## src/rtl/serdesphy_pkg.sv

```systemverilog
// serdesphy_pkg: shared types and constants for the serdes PHY TX path.
// Holds the serializer state codes, fixed patterns and the PRBS7 step.
package serdesphy_pkg;

    localparam int WORD_W_DEF = 16;

    localparam logic [15:0] TRAIN_PATTERN = 16'hAAAA;
    localparam logic [15:0] IDLE_WORD     = 16'h55AA;
    localparam logic [6:0]  PRBS7_SEED    = 7'h7F;

    typedef enum logic [1:0] {
        ST_OFF   = 2'd0,
        ST_TRAIN = 2'd1,
        ST_DATA  = 2'd2,
        ST_PRBS  = 2'd3
    } tx_state_e;

    // One step of x^7 + x^6 + 1, MSB is the bit that goes out next.
    function automatic logic [6:0] prbs7_step(input logic [6:0] s);
        return {s[5:0], s[6] ^ s[5]};
    endfunction

endpackage

```

## src/rtl/serdesphy_prbs7_gen.sv

```systemverilog
// serdesphy_prbs7_gen: PRBS7 (x^7+x^6+1) state register.
// load reseeds to PRBS7_SEED and wins over advance.
module serdesphy_prbs7_gen
    import serdesphy_pkg::*;
(
    input  logic       clk,
    input  logic       rst,
    input  logic       load,
    input  logic       advance,
    output logic [6:0] state
);

    logic [6:0] state_q;
    logic [6:0] state_d;

    // Next LFSR value: reseed, step, or hold.
    always_comb begin
        state_d = state_q;
        if (load) begin
            state_d = PRBS7_SEED;
        end else if (advance) begin
            state_d = prbs7_step(state_q);
        end
    end

    // LFSR register, seeded on reset.
    always_ff @(posedge clk) begin
        if (rst) begin
            state_q <= PRBS7_SEED;
        end else begin
            state_q <= state_d;
        end
    end

    assign state = state_q;

endmodule

```

## src/rtl/serdesphy_ana_tx_serializer.sv

```systemverilog
// serdesphy_ana_tx_serializer: training / data / PRBS7 serializer.
// A word-boundary driven FSM feeds one registered serial bit, MSB first.
module serdesphy_ana_tx_serializer
    import serdesphy_pkg::*;
#(
    parameter int WORD_W      = WORD_W_DEF,
    parameter int TRAIN_WORDS = 8
) (
    input  logic              clk_240m_tx,
    input  logic              rst,
    input  logic              enable,
    input  logic              prbs_en,
    input  logic              train_req,
    input  logic [WORD_W-1:0] tx_data,
    input  logic              tx_valid,
    output logic              tx_ready,
    input  logic              underflow_clr,
    output logic              serial_data,
    output logic [1:0]        tx_state,
    output logic              underflow
);

    localparam int CNT_W = (WORD_W > 1) ? $clog2(WORD_W) : 1;
    localparam int TC_W  = (TRAIN_WORDS > 1) ? $clog2(TRAIN_WORDS) : 1;

    localparam logic [CNT_W-1:0]  LAST_BIT  = CNT_W'(WORD_W - 1);
    localparam logic [TC_W-1:0]   LAST_WORD = TC_W'(TRAIN_WORDS - 1);
    localparam logic [WORD_W-1:0] TRAIN_W   = WORD_W'(TRAIN_PATTERN);
    localparam logic [WORD_W-1:0] IDLE_W    = WORD_W'(IDLE_WORD);

    tx_state_e         state_q, state_d;
    logic [CNT_W-1:0]  bit_cnt_q, bit_cnt_d;
    logic [WORD_W-1:0] shreg_q, shreg_d;
    logic [TC_W-1:0]   train_cnt_q, train_cnt_d;
    logic              train_pend_q, train_pend_d;
    logic              underflow_q, underflow_d;
    logic              serial_q, serial_d;

    logic              boundary;
    logic              req_now;
    logic              ready_c;
    logic              uf_set;

    logic [6:0]        lfsr;
    logic [6:0]        lfsr_nxt;
    logic              lfsr_load;
    logic              lfsr_adv;
    logic [5:0]        lfsr_unused;

    assign boundary = (state_q != ST_OFF) && (bit_cnt_q == LAST_BIT);
    assign req_now  = train_pend_q | train_req;

    // Next state, bit/word counters and shift register contents.
    always_comb begin
        state_d      = state_q;
        bit_cnt_d    = bit_cnt_q;
        shreg_d      = shreg_q << 1;
        train_cnt_d  = train_cnt_q;
        train_pend_d = train_pend_q;
        ready_c      = 1'b0;
        uf_set       = 1'b0;

        if (!enable) begin
            state_d      = ST_OFF;
            bit_cnt_d    = '0;
            shreg_d      = '0;
            train_cnt_d  = '0;
            train_pend_d = 1'b0;
        end else if (state_q == ST_OFF) begin
            state_d      = ST_TRAIN;
            bit_cnt_d    = '0;
            shreg_d      = TRAIN_W;
            train_cnt_d  = '0;
            train_pend_d = 1'b0;
        end else begin
            bit_cnt_d    = boundary ? '0 : bit_cnt_q + CNT_W'(1);
            train_pend_d = boundary ? 1'b0 : req_now;
            if (boundary) begin
                if (req_now) begin
                    state_d     = ST_TRAIN;
                    train_cnt_d = '0;
                end else begin
                    unique case (state_q)
                        ST_TRAIN: begin
                            if (train_cnt_q == LAST_WORD) begin
                                state_d = prbs_en ? ST_PRBS : ST_DATA;
                            end else begin
                                train_cnt_d = train_cnt_q + TC_W'(1);
                            end
                        end
                        ST_DATA: begin
                            if (prbs_en) state_d = ST_PRBS;
                        end
                        ST_PRBS: begin
                            if (!prbs_en) state_d = ST_DATA;
                        end
                        default: ;
                    endcase
                end

                if (state_d == ST_TRAIN) begin
                    shreg_d = TRAIN_W;
                end else if (state_d == ST_DATA) begin
                    ready_c = 1'b1;
                    uf_set  = !tx_valid;
                    shreg_d = tx_valid ? tx_data : IDLE_W;
                end
            end
        end
    end

    assign lfsr_load = enable && (state_d == ST_PRBS)
                     && (state_q != ST_PRBS);
    assign lfsr_adv  = (state_q == ST_PRBS);

    // Mirror of the generator's next state so serial_data stays a flop.
    assign lfsr_nxt    = lfsr_load ? PRBS7_SEED
                       : (lfsr_adv ? prbs7_step(lfsr) : lfsr);
    assign lfsr_unused = lfsr_nxt[5:0];

    assign serial_d    = (state_d == ST_PRBS) ? lfsr_nxt[6]
                                              : shreg_d[WORD_W-1];
    assign underflow_d = uf_set | (underflow_q & ~underflow_clr);

    serdesphy_prbs7_gen u_prbs (
        .clk     (clk_240m_tx),
        .rst     (rst),
        .load    (lfsr_load),
        .advance (lfsr_adv),
        .state   (lfsr)
    );

    // State and datapath registers; reset aborts any word in flight.
    always_ff @(posedge clk_240m_tx) begin
        if (rst) begin
            state_q      <= ST_OFF;
            bit_cnt_q    <= '0;
            shreg_q      <= '0;
            train_cnt_q  <= '0;
            train_pend_q <= 1'b0;
            underflow_q  <= 1'b0;
            serial_q     <= 1'b0;
        end else begin
            state_q      <= state_d;
            bit_cnt_q    <= bit_cnt_d;
            shreg_q      <= shreg_d;
            train_cnt_q  <= train_cnt_d;
            train_pend_q <= train_pend_d;
            underflow_q  <= underflow_d;
            serial_q     <= serial_d;
        end
    end

    assign tx_ready    = ready_c && !rst;
    assign serial_data = serial_q;
    assign tx_state    = state_q;
    assign underflow   = underflow_q;

endmodule

```

## config.mk

```make
export PLATFORM = sky130hd
export DESIGN_NAME = serdesphy_ana_tx_serializer
export DESIGN_NICKNAME = d
export VERILOG_FILES = /design/src/rtl/serdesphy_pkg.sv /design/src/rtl/serdesphy_prbs7_gen.sv /design/src/rtl/serdesphy_ana_tx_serializer.sv
export SDC_FILE = /design/constraint.sdc
export NUM_CORES = 1
export LEC_CHECK = 0
export BUFFER_PORTS_ARGS = -buffer_cell sky130_fd_sc_hd__clkbuf_2
export CAP_MARGIN = 20
export CORE_MARGIN = 3
export CORE_UTILIZATION = 35
export CTS_CLUSTER_DIAMETER = 200
export DETAILED_ROUTE_END_ITERATION = 8
export GPL_TIMING_DRIVEN = 0
export PLACE_DENSITY = 0.66
export SLEW_MARGIN = 30
export SYNTH_ARGS = -nofsm -noshare
export SYNTH_HDL_FRONTEND = slang
export SYNTH_SLANG_ARGS = --single-unit
```

## constraint.sdc

```tcl
create_clock -name clk_240m_tx -period 4.9 [get_ports clk_240m_tx]
set_input_delay 0.49 -clock clk_240m_tx [delete_from_list [all_inputs] [get_ports clk_240m_tx]]
set_output_delay 0.49 -clock clk_240m_tx [all_outputs]
set_load 0.02 [all_outputs]
```

==> results of run 1 <==
-- layout make-up --
cell class | count | area (um^2) | area share (%)
Sequential cell | 34 | 681 | 39.4
Tap cell | 48 | 60.1 | 3.48
Buffer | 7 | 45.0 | 2.61
Inverter | 4 | 15.0 | 0.870
Clock inverter | 2 | 10.0 | 0.580
Timing Repair Buffer | 27 | 135 | 7.83
Clock buffer | 5 | 68.8 | 3.99
Multi-Input combinational cell | 104 | 712 | 41.2
-- layout by cell type (no fill, tap or decap), drive strengths merged, types with 3 or more instances in the layout --
cell    Yosys  final
clkbuf      4     36
dfxtp      34     34
nor2       18     18
a21oi      13     13
nand2      12     12
o22a        7      7
nand3       6      6
o21ai       5      5
nand4       4      4
o221a       4      4
inv         4      4
a311oi      4      4
or2         3      3
ha          3      3
buf         3      3
-- final timing paths --
check	from	to	slack (ns)	cells after the start
worst max-delay path	bit_cnt_q[0]$_SDFF_PP0_	tx_ready	2.56	5
worst min-delay path	tx_data[0]	shreg_q[0]$_SDFF_PP0_	0.42	3
worst max register to register	bit_cnt_q[0]$_SDFF_PP0_	shreg_q[1]$_SDFF_PP0_	3.02	5
worst min register to register	shreg_q[10]$_SDFF_PP0_	shreg_q[11]$_SDFF_PP0_	0.44	1
-- state kept, by name, summed over array words and instances, names as in the netlist --
name,flops
serial_data,1
underflow,1
shreg_q,15
train_cnt_q,3
u_prbs.state,7
bit_cnt_q,4
train_pend_q,1
tx_state,2
-- stage by stage --
stage                     instance area, um^2  hold slack [ns]  util (%)  power [mW]
after floorplan                          1450            0.418         -       0.310
after global placement                   1650            0.420      43.1       0.326
after detailed placement                 1650            0.430      43.1       0.327
after CTS                                1730            0.413      45.1       0.513
after global routing                     1730            0.430      45.1       0.528
final                                    1730            0.416      45.1       0.507
-- power breakdown --
part	total, mW	switching (mW)	leakage (nW)	internal [mW]
logic	0.0379	0.0212	0.386	0.0167
clock network	0.186	0.0912	0.0438	0.0951
registers	0.283	0.00167	0.276	0.282
total	0.507	0.114	0.706	0.393
-- cell families (layout without fill, tap and decap cells) --
| family | count (synthesis) | count (layout) | synth area share (%) |
|---|---|---|---|
| AOI/OAI and AO/OA | 41 | 41 | 21.4 |
| adders and majority gates | 3 | 3 | 2.58 |
| muxes | 1 | 1 | 0.689 |
| and+or+nand+nor | 55 | 55 | 21.9 |
| xor gates and xnor gates | 4 | 4 | 2.41 |
| buffers and inverters | 11 | 45 | 4.13 |
| DFF | 34 | 34 | 46.9 |
-- routing by layer --
| layer | part of all wire (%) | track usage (%) |
|---|---|---|
| met1 | 45 | 14.3 |
| met3 | 5.0 | 5.18 |
| met2 | 48 | 23.3 |
| met4 | 1.3 | 3.83 |
| met5 | 0 | 0 |
-- critical path, cell delays in order (launching register included) --
cell and delay, ns:
sky130_fd_sc_hd__dfxtp_1 0.36, sky130_fd_sc_hd__ha_1 0.26, sky130_fd_sc_hd__o2111a_2 0.29, sky130_fd_sc_hd__nand4b_1 0.26
sky130_fd_sc_hd__nor2_1 0.21, sky130_fd_sc_hd__clkbuf_2 0.19
==> impl_metrics.csv, run 1 <==
group,metric,value,unit
run_status,run_status,"complete, no violations",
synthesis,seq_area_frac_synth,46.9,%
cts,cts.reportedPaths.clkPinSlew,0.06,ns
synthesis,synthMostInstantiatedCell,"sky130_fd_sc_hd__dfxtp_1",
synthesis,synth_top_cells_by_area,"sky130_fd_sc_hd__dfxtp_1 (47%), sky130_fd_sc_hd__nor2_1 (4.7%), sky130_fd_sc_hd__o22a_1 (4.2%)",
cts,root_buffer_cell,"sky130_fd_sc_hd__clkbuf_8",
synthesis,number_of_enable_flip_flop_cells_after_synthesis,0,
critical_path,crit_path_start_kind,"flip-flop",
synthesis,async_flop_share,0,%
detailed_routing,drt-total-wl,3.16,mm
worst_hold_path,hp-class,"in -> reg",
place,placement.setup.worst_slack,2.71,ns
floorplan,die_x,70.4,um
timing,finalWorstPathRequiredPeriod,2.34,ns
synthesis,yosys.area.top_type,"sky130_fd_sc_hd__dfxtp_1",
timing,drv_slew,0,
finish,finalNetCount,209,
critical_path,end_kind,"output port",
synthesis,top_cell_type_s_share_of_synthesized_area,46.9,%
cts,cts_made_buffers,5,
detailed_routing,detail_route.first_pass.iterations,6,
timing,maxSlewHeadroom,60.2,%
global_routing,grt_pass1_wl,5.15,mm
synthesis,yosys.cell_types.count,38,
cts,hold_buffers,0,
synthesis,synthesis.yosys.warnings,0,
critical_path,timing.critical_path.arrival,1.85,ns
floorplan,core.rowCount,22,
floorplan,fp.dieH,70.4,um
global_routing,grt_antenna_before_repair,0,
detailed_routing,drt-wirelength-per-cell,13.7,um
power_and_ir_drop,power-per-cell-area,294,mW/mm^2
synthesis,net_count_after_synthesis,175,
place,place.detailed.instances,224,
floorplan,boundaryPins,28,
place,gpl.final_weighted_congestion,0.774,
critical_path,crit_fanout,6,
cts,clock_sinks,34,
floorplan,core-area,0.00383,mm^2
timing,max_freq,428,MHz
place,portBuffers,27,
cts,cts-htree-levels,2,
detailed_routing,routed-via-count,1209,
detailed_routing,drt_first_iter_violations,39,
timing,rsz0062_at_grt,"no",
detailed_routing,remaining_drc_errors,0,
cts,cts-root-to-sink-buffers,2,
power_and_ir_drop,p_leak,0.706,nW
detailed_routing,detail-route-antenna-nets,0,
timing,final.setup.worst_slack,2.56,ns
cts,post_cts_buffers,0,
timing,max_slew.worst_pin.slew,0.591,ns
finish,num_antenna_cells,0,
global_routing,grt_start_max_net_pins,11,
finish,instances_no_fill,231,
synthesis,syn_inst_count,149,
finish,n_fill_cell,367,
timing,finClkSkew,0.00441,ns
floorplan,dieArea,0.00496,mm^2
global_routing,remaining_overflow_grt,0,
timing,finalHoldViolations,0,
global_routing,grt_pass1_vias,1173,
timing,setup_viol_count_final,0,
critical_path,path_class,"reg -> out",
flow_run,drv_cap,0,
timing,accumulated_negative_setup_slack,0,ns
cts,cts_repair_resize_count,0,
synthesis,ys_seq_elements,34,
floorplan,floorplan.initialDensity,38.0,%
synthesis,synth.cell_area,0.00145,mm^2
detailed_routing,via_per_inst,5.23,
finish,area_growth_syn_to_layout,18.9,%
cts,clk-insertion-delay-late,0.28,ns
cts,clock_tree_from_tritoncts,"done",
synthesis,ys.flop_type,"sky130_fd_sc_hd__dfxtp_1",
synthesis,synth_cell_count_leaders,"sky130_fd_sc_hd__dfxtp_1 (34), sky130_fd_sc_hd__nor2_1 (18), sky130_fd_sc_hd__nand2_1 (11)",
synthesis,syn_area_per_cell,9.75,um^2
place,detailedPlacementHpwl,2.39,mm
critical_path,critPathRequiredTime,4.41,ns
power_and_ir_drop,ir_drop,0.000147,V
timing,layout_worst_path_cycle_share,47.7,%
finish,post_route_cells_drive_above_1_share,30.6,%
global_routing,grt_usage,13.1,%
Note: power is estimated with default switching activity, not from simulation.
==> inputs of run 2 (changes only) <==
--- a/config.mk
+++ b/config.mk
@@ -12,7 +12,7 @@
 export CTS_CLUSTER_DIAMETER = 200
 export DETAILED_ROUTE_END_ITERATION = 8
 export GPL_TIMING_DRIVEN = 0
-export PLACE_DENSITY = 0.66
+export PLACE_DENSITY = 0.68
 export SLEW_MARGIN = 30
 export SYNTH_ARGS = -nofsm -noshare
 export SYNTH_HDL_FRONTEND = slang
==> constraint.sdc (replaced) <==
create_clock -name clk_240m_tx -period 2.1 [get_ports clk_240m_tx]
set_input_delay 0.21 -clock clk_240m_tx [delete_from_list [all_inputs] [get_ports clk_240m_tx]]
set_output_delay 0.21 -clock clk_240m_tx [all_outputs]
set_load 0.02 [all_outputs]
==> run 2 against run 1 <==
Global-route usage shrank 0.82 points. Sequential cell count unchanged. Final cell count rose by 0.87%. Combinational power grew 130%. Power up 150%. Routed wire length is 7.7% lower. Core utilization is 0.62 points higher. Die area is the same. Register-to-register slack got worse by 2.8 ns. Critical path depth up 1. Worst setup slack worse by 2.4 ns.
==> impl_metrics.csv, run 2 (synthesis results as in run 1) <==
group,metric,value,unit
place,portBuffers,27,
global_routing,grt_pass1_vias,1087,
detailed_routing,routed-via-count,1178,
floorplan,core-area,0.00383,mm^2
timing,accumulated_negative_setup_slack,0,ns
flow_run,drv_cap,0,
cts,clk-insertion-delay-late,0.29,ns
timing,max_slew.worst_pin.slew,0.598,ns
finish,largest_reg_flops,15,
finish,final_cell_area,0.00175,mm^2
critical_path,critical_path.endpoint,"tx_ready",
finish,final_common_cell,"sky130_fd_sc_hd__dfxtp_1",
timing,finalHoldViolations,0,
place,gpl.final_weighted_congestion,0.785,
finish,num_antenna_cells,0,
detailed_routing,remaining_drc_errors,0,
cts,cts_made_buffers,5,
power_and_ir_drop,p_leak,0.713,nW
timing,rsz0062_at_grt,"no",
floorplan,boundaryPins,28,
detailed_routing,via_per_inst,5.06,
detailed_routing,drt-wirelength-per-cell,12.5,um
global_routing,grt_usage,12.3,%
place,placement.cell_area,0.00165,mm^2
timing,finalWorstPathRequiredPeriod,1.94,ns
cts,root_buffer_cell,"sky130_fd_sc_hd__clkbuf_8",
cts,cts-root-to-sink-buffers,2,
finish,instances_no_fill,233,
timing,max_freq,515,MHz
detailed_routing,detail_route.first_pass.iterations,4,
critical_path,path_class,"reg -> out",
critical_path,critical_path.startpoint,"train_cnt_q[0]$_SDFFE_PP0P_",
finish,area_growth_syn_to_layout,20.5,%
detailed_routing,drt-total-wl,2.91,mm
worst_hold_path,hp-class,"in -> reg",
place,detailedPlacementHpwl,2.19,mm
power_and_ir_drop,power-per-cell-area,711,mW/mm^2
power_and_ir_drop,ir_drop,0.000399,V
critical_path,reg2reg_from,"bit_cnt_q[0]$_SDFF_PP0_",
global_routing,remaining_overflow_grt,0,
finish,post_route_cells_drive_above_1_share,31.4,%
critical_path,timing.reg2reg.setup_slack,0.23,ns
global_routing,grt_pass1_wl,4.83,mm
timing,drv_slew,0,
timing,finClkSkew,0.00565,ns
finish,finalNetCount,210,
critical_path,critPathRequiredTime,1.89,ns
floorplan,floorplan.initialDensity,38.0,%
critical_path,timing.reg2reg.worst_path_depth,5,
cts,clock_tree_from_tritoncts,"done",
critical_path,crit_path_start_kind,"flip-flop",
finish,layout_common_cells,"sky130_fd_sc_hd__dfxtp_1 (34), sky130_fd_sc_hd__clkbuf_2 (27), sky130_fd_sc_hd__nor2_1 (18), sky130_fd_sc_hd__nand2_1 (11), sky130_fd_sc_hd__a21oi_1 (9)",
floorplan,fp.dieH,70.4,um
timing,maxSlewHeadroom,59.7,%
timing,setup_viol_count_final,0,
detailed_routing,detail-route-antenna-nets,0,
global_routing,grt_antenna_before_repair,0,
power_and_ir_drop,design_power_total,1.24,mW
critical_path,timing.critical_path.arrival,1.73,ns
critical_path,rr_endpoint,"shreg_q[3]$_SDFF_PP0_",
run_status,run_status,"complete, no violations",
timing,layout_worst_path_cycle_share,92.4,%
finish,register_with_the_most_flip_flops,"shreg_q",
cts,cts-htree-levels,2,
critical_path,crit_fanout,4,
floorplan,dieArea,0.00496,mm^2
cts,hold_buffers,0,
detailed_routing,drt_first_iter_violations,25,
global_routing,grt_start_max_net_pins,12,
cts,clock_sinks,34,
critical_path,end_kind,"output port",
floorplan,die_x,70.4,um
floorplan,core.rowCount,22,
place,place.detailed.instances,224,
cts,cts.reportedPaths.clkPinSlew,0.07,ns
## run 2: power breakdown
part           switching (mW)  leakage [nW]  internal [mW]
registers             0.00355         0.276          0.657
clock network           0.233        0.0472          0.263
logic                  0.0485         0.390         0.0388
total                   0.285         0.713          0.959
## run 2: layout make-up
type                       instances  area [um^2]
buffer                             7         45.0
clock buffer                       6         82.6
clock inverter                     2         12.5
fill                             379         2080
inverter                           4         15.0
multi-input combinational        104          712
sequential                        34          681
tap                               48         60.1
timing repair buffer              28          143
## run 2: worst min-delay path by stage
stage | start | endpoint | slack (ns) | cells past startpoint
final | tx_data[0] | shreg_q[0]$_SDFF_PP0_ | 0.11 | 3
after global routing | tx_data[0] | shreg_q[0]$_SDFF_PP0_ | 0.12 | 3
after CTS | tx_data[0] | shreg_q[0]$_SDFF_PP0_ | 0.11 | 3
after detailed placement | tx_data[0] | shreg_q[0]$_SDFF_PP0_ | 0.42 | 3
after global placement | tx_data[0] | shreg_q[0]$_SDFF_PP0_ | 0.42 | 3
after floorplan | rst | underflow$_SDFF_PP0_ | 0.27 | 1
## run 2: stage by stage
step	setup WS (ns)	hold WS, ns	util (%)
after global routing	0.0595	0.118	45.7
after global placement	0.264	0.416	43.1
after CTS	0.0394	0.113	45.6
final	0.160	0.113	45.7
after detailed placement	0.248	0.420	43.1
after floorplan	0.418	0.272	-
## run 2: critical path, stage by stage (launching register included)
cell                       delay, ns
sky130_fd_sc_hd__dfxtp_1        0.33
sky130_fd_sc_hd__ha_1           0.20
sky130_fd_sc_hd__ha_1           0.19
sky130_fd_sc_hd__or2_2          0.32
sky130_fd_sc_hd__nand4b_1       0.17
sky130_fd_sc_hd__nor2_1         0.08
sky130_fd_sc_hd__clkbuf_2       0.17
## run 2: routing by layer
layer | GRT usage, % | share of wire [%] | vias up
li1 | - | - | 611
met1 | 16.1 | 49 | 532
met2 | 18.0 | 44 | 28
met3 | 5.18 | 6.2 | 7
met4 | 4.47 | 1.5 | 0
met5 | 0 | 0 | -
## run 2: what timing repair did
item / CTS / global route
setup endpoints to repair: 0 / 1
endpoints found under the hold margin: 0 / 0
gates resized for setup: 0 / 0
setup buffers: 0 / 1
